## config.mk

```make
export PLATFORM = sky130hd
export DESIGN_NAME = ps2_keycode_rx
export DESIGN_NICKNAME = d
export VERILOG_FILES = /design/src/rtl/ps2_keycode_rx.sv
export SDC_FILE = /design/constraint.sdc
export NUM_CORES = 1
export LEC_CHECK = 0
export CORE_ASPECT_RATIO = 2
export CORE_MARGIN = 2
export CORE_UTILIZATION = 54
export DETAILED_ROUTE_END_ITERATION = 6
export MAX_ROUTING_LAYER = met4
export PLACE_DENSITY = 0.76
export SYNTH_ARGS = -nofsm -noshare
export SYNTH_HDL_FRONTEND = slang
export SYNTH_SLANG_ARGS = --single-unit
```

## constraint.sdc

```tcl
create_clock -name Clk -period 2.39 [get_ports Clk]
set_clock_uncertainty 0.05 [all_clocks]
set_input_delay 0.478 -clock Clk [delete_from_list [all_inputs] [get_ports Clk]]
set_output_delay 0.478 -clock Clk [all_outputs]
set_load 0.02 [all_outputs]
```

## src/rtl/ps2_keycode_rx.sv

```systemverilog
// PS/2 set-2 keyboard receiver: frames scan codes, tracks E0/F0 prefixes and
// presents the held mapped key as an 8-bit HID usage on keycode.
module ps2_keycode_rx #(
  parameter int unsigned SYNC_STAGES    = 2,
  parameter int unsigned TIMEOUT_CYCLES = 50000
) (
  input  logic       Clk,
  input  logic       Reset,
  input  logic       ps2_clk,
  input  logic       ps2_data,
  output logic [7:0] keycode,
  output logic       key_valid,
  output logic       frame_err
);

  localparam int unsigned TmoW = (TIMEOUT_CYCLES > 2) ? $clog2(TIMEOUT_CYCLES) : 1;
  localparam logic [TmoW-1:0] TmoLast = TmoW'(TIMEOUT_CYCLES - 1);

  typedef enum logic [2:0] {StIdle, StData, StParity, StStop, StDecode} state_e;

  state_e                 state_q;
  logic [SYNC_STAGES-1:0] clk_sync_q;
  logic [SYNC_STAGES-1:0] data_sync_q;
  logic                   clk_prev_q;
  logic [7:0]             shift_q;
  logic [2:0]             bit_cnt_q;
  logic                   parity_q;
  logic [TmoW-1:0]        tmo_q;
  logic                   e0_seen_q;
  logic                   f0_seen_q;

  logic       clk_s;
  logic       data_s;
  logic       fall;
  logic       tmo_hit;
  logic       map_hit;
  logic [7:0] map_hid;

  assign clk_s   = clk_sync_q[SYNC_STAGES-1];
  assign data_s  = data_sync_q[SYNC_STAGES-1];
  assign fall    = ~clk_s & clk_prev_q;
  assign tmo_hit = (tmo_q == TmoLast);

  // Extended codes are only ever matched against the E0 half of the table.
  always_comb begin
    map_hit = 1'b1;
    map_hid = 8'h00;
    unique case ({e0_seen_q, shift_q})
      9'h01D:  map_hid = 8'h1A;
      9'h01C:  map_hid = 8'h04;
      9'h01B:  map_hid = 8'h16;
      9'h023:  map_hid = 8'h07;
      9'h029:  map_hid = 8'h2C;
      9'h05A:  map_hid = 8'h28;
      9'h076:  map_hid = 8'h29;
      9'h175:  map_hid = 8'h52;
      9'h172:  map_hid = 8'h51;
      9'h16B:  map_hid = 8'h50;
      9'h174:  map_hid = 8'h4F;
      default: map_hit = 1'b0;
    endcase
  end

  always_ff @(posedge Clk) begin
    if (Reset) begin
      state_q     <= StIdle;
      clk_sync_q  <= '1;
      data_sync_q <= '1;
      clk_prev_q  <= 1'b1;
      shift_q     <= '0;
      bit_cnt_q   <= '0;
      parity_q    <= 1'b0;
      tmo_q       <= '0;
      e0_seen_q   <= 1'b0;
      f0_seen_q   <= 1'b0;
      keycode     <= 8'h00;
      key_valid   <= 1'b0;
      frame_err   <= 1'b0;
    end else begin
      clk_sync_q  <= {clk_sync_q[SYNC_STAGES-2:0], ps2_clk};
      data_sync_q <= {data_sync_q[SYNC_STAGES-2:0], ps2_data};
      clk_prev_q  <= clk_s;
      key_valid   <= 1'b0;
      frame_err   <= 1'b0;

      if (state_q inside {StData, StParity, StStop}) begin
        tmo_q <= fall ? '0 : tmo_q + 1'b1;
      end else begin
        tmo_q <= '0;
      end

      unique case (state_q)
        StIdle: begin
          if (fall) begin
            if (!data_s) begin
              state_q   <= StData;
              bit_cnt_q <= '0;
            end else begin
              frame_err <= 1'b1;
            end
          end
        end
        StData, StParity, StStop: begin
          if (fall) begin
            if (state_q == StData) begin
              shift_q   <= {data_s, shift_q[7:1]};
              bit_cnt_q <= bit_cnt_q + 3'd1;
              if (bit_cnt_q == 3'd7) state_q <= StParity;
            end else if (state_q == StParity) begin
              parity_q <= data_s;
              state_q  <= StStop;
            end else if (data_s && (^{shift_q, parity_q})) begin
              state_q <= StDecode;
            end else begin
              frame_err <= 1'b1;
              e0_seen_q <= 1'b0;
              f0_seen_q <= 1'b0;
              state_q   <= StIdle;
            end
          end else if (tmo_hit) begin
            // Keyboard stalled mid-frame: drop the partial byte and any prefix.
            frame_err <= 1'b1;
            e0_seen_q <= 1'b0;
            f0_seen_q <= 1'b0;
            shift_q   <= '0;
            state_q   <= StIdle;
          end
        end
        StDecode: begin
          if (shift_q == 8'hE0) begin
            e0_seen_q <= 1'b1;
          end else if (shift_q == 8'hF0) begin
            f0_seen_q <= 1'b1;
          end else begin
            if (map_hit) begin
              key_valid <= 1'b1;
              if (!f0_seen_q) begin
                keycode <= map_hid;
              end else if (map_hid == keycode) begin
                keycode <= 8'h00;
              end
            end
            e0_seen_q <= 1'b0;
            f0_seen_q <= 1'b0;
          end
          state_q <= StIdle;
        end
        default: state_q <= StIdle;
      endcase
    end
  end

endmodule

```

Word level (Yosys, flattened, before mapping). Index checks and enable logic that the tools add are counted. W data, S select, Z words.

Output and inout bits: 10. Input port bits: 4. Flip-flop bits (word level): 48.

Equal/unequal tests: 33. Reduce and logical (&&, ||, !) cells: 18. Bitwise gates (word level): 7. Multiplexer cells: 41. Add/sub/neg operators: 2.

Operator list (number): $pmux W7 S11 (1); $mux W8 (5); $eq A9 B9 Y1 const B (4); $mux W3 (12); $eq A9 B5 Y1 const B (3); $eq A9 B6 Y1 const B (2); $eq A9 B7 Y1 const B (2); $mux W1 (18); $add A16 B1 Y16 const B (1); $eq A16 B16 Y1 const B (1); $eq A8 B8 Y1 const B (2); $ne A3 B3 Y1 const B (5); $pmux W3 S2 (2); $reduce_and A6 Y1 (2); $reduce_or A11 Y1 (1); $ne A2 B2 Y1 const B (5); $reduce_and A5 Y1 (2); $reduce_xor A9 Y1 (1); $eq A8 B8 Y1 (1); $reduce_and A4 Y1 (2); $eq A3 B2 Y1 const B (2); $eq A3 B3 Y1 const B (2); $not A1 Y1 (6); $pmux W1 S2 (3); 12 further kinds (16).

Logic depth before layout (Yosys ltp).
Depth in word-level cells: 7. Mapped depth: 9. Depth with buffers taken out: 8.

Worst setup path before layout. OpenSTA, ideal clock, no wires.

Path type: register -> register. Start: reg tmo_q[0]. End: reg shift_q[7]. Setup time: 0.128 ns. Path slack: 0.105 ns. Data arrival time: 2.108 ns. Path buffers: 1. Required time: 2.212 ns. Cell stages (with the launch flop): 10. Cells stage by stage: dfxtp_1 ha_1 nand3_1 nor4_1 a31oi_1 a2111oi_4 clkbuf_1 nor2b_1 a31oi_1 nor2_1.

Longest elaborated chain between the ends: 3.

RTL lines: from (decl) (RTL line 28) `logic [TmoW-1:0] tmo_q;`; from (signal assigned) (RTL line 87) `tmo_q <= fall ? '0 : tmo_q + 1'b1;`; $eq A16 B16 Y1 (RTL line 42) `assign tmo_hit = (tmo_q == TmoLast);`; $reduce_bool A2 Y1 (no line); $reduce_and A3 Y1 (no line); to (signal assigned) (RTL line 106) `shift_q <= {data_s, shift_q[7:1]};`; to (decl) (RTL line 25) `logic [7:0] shift_q;`.

Every way passes these cells. A chain may end at the register's enable or synchronous reset.

Final worst setup path.
Start: reg e0_seen_q. End: reg keycode[2].

Longest elaborated chain between the ends: 5. Elaborated cells on any way between the ends: 18. Those cells by class: 13 x eq/ne; 3 x mux; 2 x reduce/logical.

RTL lines: from (decl) (RTL line 29) `logic e0_seen_q;`; from (signal assigned) (RTL line 74) `e0_seen_q <= 1'b0;`; from (signal assigned) (RTL line 116) `e0_seen_q <= 1'b0;`; from (signal assigned) (RTL line 123) `e0_seen_q <= 1'b0;`; $eq A9 B9 Y1 (tied with other cells) (RTL line 48) `unique case ({e0_seen_q, shift_q})`; $pmux W7 S11 (RTL line 48); $eq A8 B8 Y1 (RTL line 139) `end else if (map_hid == keycode) begin`; $ne A2 B1 Y1 (no line); $reduce_and A5 Y1 (no line); to (signal assigned) (RTL line 138) `keycode <= map_hid;`; to (decl) (RTL line 11) `output logic [7:0] keycode,`.

Parallel ways exist; a longest one is shown, timed or not.

==> run metrics <==
outcome=finished, final reports clean; number of violations of the max-capacitance limit=0; HPWL Detailed=roughly 5000 um; synthesis-to-finish area growth=20.8%; startpoint of the worst hold path=clk_sync_q[0]$_SDFF_PP1_; first-pass GRT wire length=between 10,000 and 15,000 um; violation count after the first detailed-routing iteration=58; category of the critical setup timing path=register to register; Pins Over Slew Limit=0; setup repair after global routing missed its margin=yes; final design instance area without fill=0.00323 sq mm; number of buffers inserted by hold repair at cts=0; post-synthesis cell type with the largest combined area=sky130_fd_sc_hd__dfxtp_1; transition at the pin with the smallest max-transition slack=0.567 ns; number of distinct library cells after synthesis=56; Power Density=roughly 400 mW/mm^2; Primary FF master, synth=sky130_fd_sc_hd__dfxtp_1; maximum resistive drop on vdd=0.325 mV; Clk Latency, worst-skew pair=approximately 0.30 ns; cells taking the most area after synthesis=sky130_fd_sc_hd__dfxtp_1 35%, sky130_fd_sc_hd__nor2_1 6.7%, sky130_fd_sc_hd__xnor2_1 5.6%, sky130_fd_sc_hd__a21oi_1 2.8%, sky130_fd_sc_hd__a31oi_1 2.6%; via count of the first global-routing pass=around 2.4k; launch point of the worst path=e0_seen_q$_SDFFE_PP0P_; Cell Rows=36; DIE HEIGHT=103 um; Worst Hold Class=register to register; post-synthesis async set-or-reset flop share=0%; Sink Count=47; DR pass1 iterations=4; number of nets in the layout=around 370; master cell of the clock root buffer=sky130_fd_sc_hd__clkbuf_8; Yosys warning count=0; required time reported for the critical path endpoint=between 2 and 3 ns; maximum buffer depth of the clock tree=2; clock tree from TritonCTS=yes; area of placed instances=around 0.003 sq mm; RR Startpoint=e0_seen_q$_SDFFE_PP0P_; Syn Std Cell Area=0.00267 sq mm; gpl congestion=about 0.90; initial cell density of the core=between 50% and 60%; number of top-level pins=14; number of standard cells in the layout, taps in and fillers out=about 420; fraction of post-synthesis cell area in the top cell type by area=between 30% and 40%; synthesized instance count=about 330; Final Critical Period=2.37 ns; total of endpoints with negative setup slack in the final report=0; final number of hold-violating endpoints=0; Die Area=roughly 0.0056 sq mm; number of diodes=0; leading cell type in the layout, fill and taps excluded=sky130_fd_sc_hd__nor2_1; total of buffers placed on input and output ports=12; synthesized area per cell=approximately 8 sq um; wire length per cell=15.9 um; clock buffers created by TritonCTS=5; GRT Util Overall=~27%; Crit Path Max Fanout=5; number of antenna violations at the first check in global routing=0; grt total ovfl=0; total via count after detailed routing=2,458; worst path arrival time=about 2.5 ns; wirelength, routed=approximately 6600 um; per-cell via count in the routed design=5.88; peak clock frequency supported by timing=~420 MHz; LEAKAGE=1.14 nW; largest net degree at the start of global routing=19; number of synthesized flops with an enable pin=0; leading cell types in the layout, fill and taps excluded=48 x sky130_fd_sc_hd__nor2_1, 43 x sky130_fd_sc_hd__dfxtp_1, 34 x sky130_fd_sc_hd__buf_4; clock slew at the register clock pins of the worst setup and hold paths=around 0.090 ns; remaining max-slew budget at the tightest pin=roughly three fifths; Period Utilization, post-route=99.1%; DRC=0; type of element launching the critical path=register; number of levels in the clock H-tree=2; antenna viol nets, final=0; crit end category=register; horizontal die dimension=53.7 um; count of state elements after synthesis=between 40 and 50; total negative slack=0 ns; ratio of cells with drive above 1 in the final layout=approximately 22%; sequential element share of the synthesized area=about a third; CORE AREA=0.00482 sq mm; instance count after placement with tap cells included=about 410; total nets after synthesis=332
[synth_stat cells (all sizes together) (2+ instances only)]
cell type / count
nor3: 12
or3b: 2
a21o: 2
buf: 10
a21oi: 15
nor2: 48
or2: 9
xnor2: 17
a31oi: 11
o211ai: 2
nand2b: 7
a211oi: 3
ha: 3
nand3b: 4
clkbuf: 12
nand4b: 3
nand4: 7
nor4: 6
o21ai: 18
nor4b: 3
inv: 13
a2111oi: 3
nor2b: 10
or3: 3
nand2: 15
nand3: 10
or4b: 2
xor2: 7
a32oi: 3
mux2i: 3
dfxtp: 47
[path summary, 6_finish.rpt]
check	to	slack (ns)	cells after the start
worst max-delay path	keycode[2]$_SDFFE_PP0P_	0.02	7
worst min-delay path	clk_sync_q[1]$_SDFF_PP1_	0.37	1
worst max register to register	keycode[2]$_SDFFE_PP0P_	0.02	7
worst min register to register	clk_sync_q[1]$_SDFF_PP1_	0.37	1
[logic make-up (layout without fill, tap and decap cells)]
kind of cell | Yosys count | in the layout | share of synthesized area, %
AO/OA/AOI/OAI | 65 | 65 | 17.2
XOR/XNOR | 25 | 25 | 8.71
adder cells (fa/ha/maj) | 3 | 3 | 1.40
buffers and inverters | 35 | 71 | 5.80
flip-flops | 47 | 47 | 35.2
multiplexers | 4 | 4 | 1.54
other | 1 | 1 | 0.140
AND/OR/NAND/NOR | 145 | 145 | 30.0
[registers in the layout (all words and copies together), names as in the netlist, 2 cells and up]
| register | cells |
|---|---|
| keycode | 7 |
| state_q | 3 |
| clk_sync_q | 2 |
| tmo_q | 16 |
| bit_cnt_q | 3 |
| shift_q | 8 |
| data_sync_q | 2 |
[cell type report]
cell class / count / area, sq um
multi-input cells: 243 / 1650
fillers: 409 / 1590
flip-flops and latches: 47 / 946
repair buffers: 50 / 429
clock buffers: 7 / 76.3
well taps: 57 / 71.3
inverters: 13 / 48.8
clock inverters: 1 / 5.00
[critical path: stages, from the launching register on]
cell,delay (ns)
sky130_fd_sc_hd__dfxtp_2,0.35
sky130_fd_sc_hd__or4b_4,0.59
sky130_fd_sc_hd__nor4_4,0.32
sky130_fd_sc_hd__nor3_1,0.12
sky130_fd_sc_hd__a21boi_2,0.16
sky130_fd_sc_hd__o2111ai_2,0.17
sky130_fd_sc_hd__o31ai_4,0.39
sky130_fd_sc_hd__o21ai_1,0.10
[metal layers]
layer  GRT usage, %  wire length, um  up-vias
met3           3.30              125       21
met1           24.8             2480     1187
li1               -                -     1208
met4           12.0              266        0
met5              -                0        -
met2           51.2             3760       42
[power breakdown]
group	switching, W	internal (W)	leakage [nW]
registers	0.00000295	0.000787	0.382
logic	0.0000242	0.0000150	0.721
clock network	0.000268	0.000206	0.0422
total	0.000295	0.00101	1.14
[per-stage QoR]
step / setup WS, ns / total power, W / util, % / hold slack (ns)
2_1_floorplan: 0.105 / 0.000830 / - / 0.339
5_1_grt: -0.0763 / 0.00134 / 67.0 / 0.387
6_report: 0.0219 / 0.00130 / 67.0 / 0.365
4_1_cts: 0.00366 / 0.00131 / 65.3 / 0.369
3_3_place_gp: -0.0149 / 0.000846 / 63.1 / 0.341
3_5_place_dp: -0.0440 / 0.000847 / 63.1 / 0.347
[timing repair]
item                                    in CTS  in global routing
endpoints found under the setup margin       6                 16
pin swaps                                    5                  9
buffers inserted                             1                  1
resized for setup                            4                 16
endpoints found under the hold margin        0                  0
No activity file was read; power rests on OpenSTA's default activity.
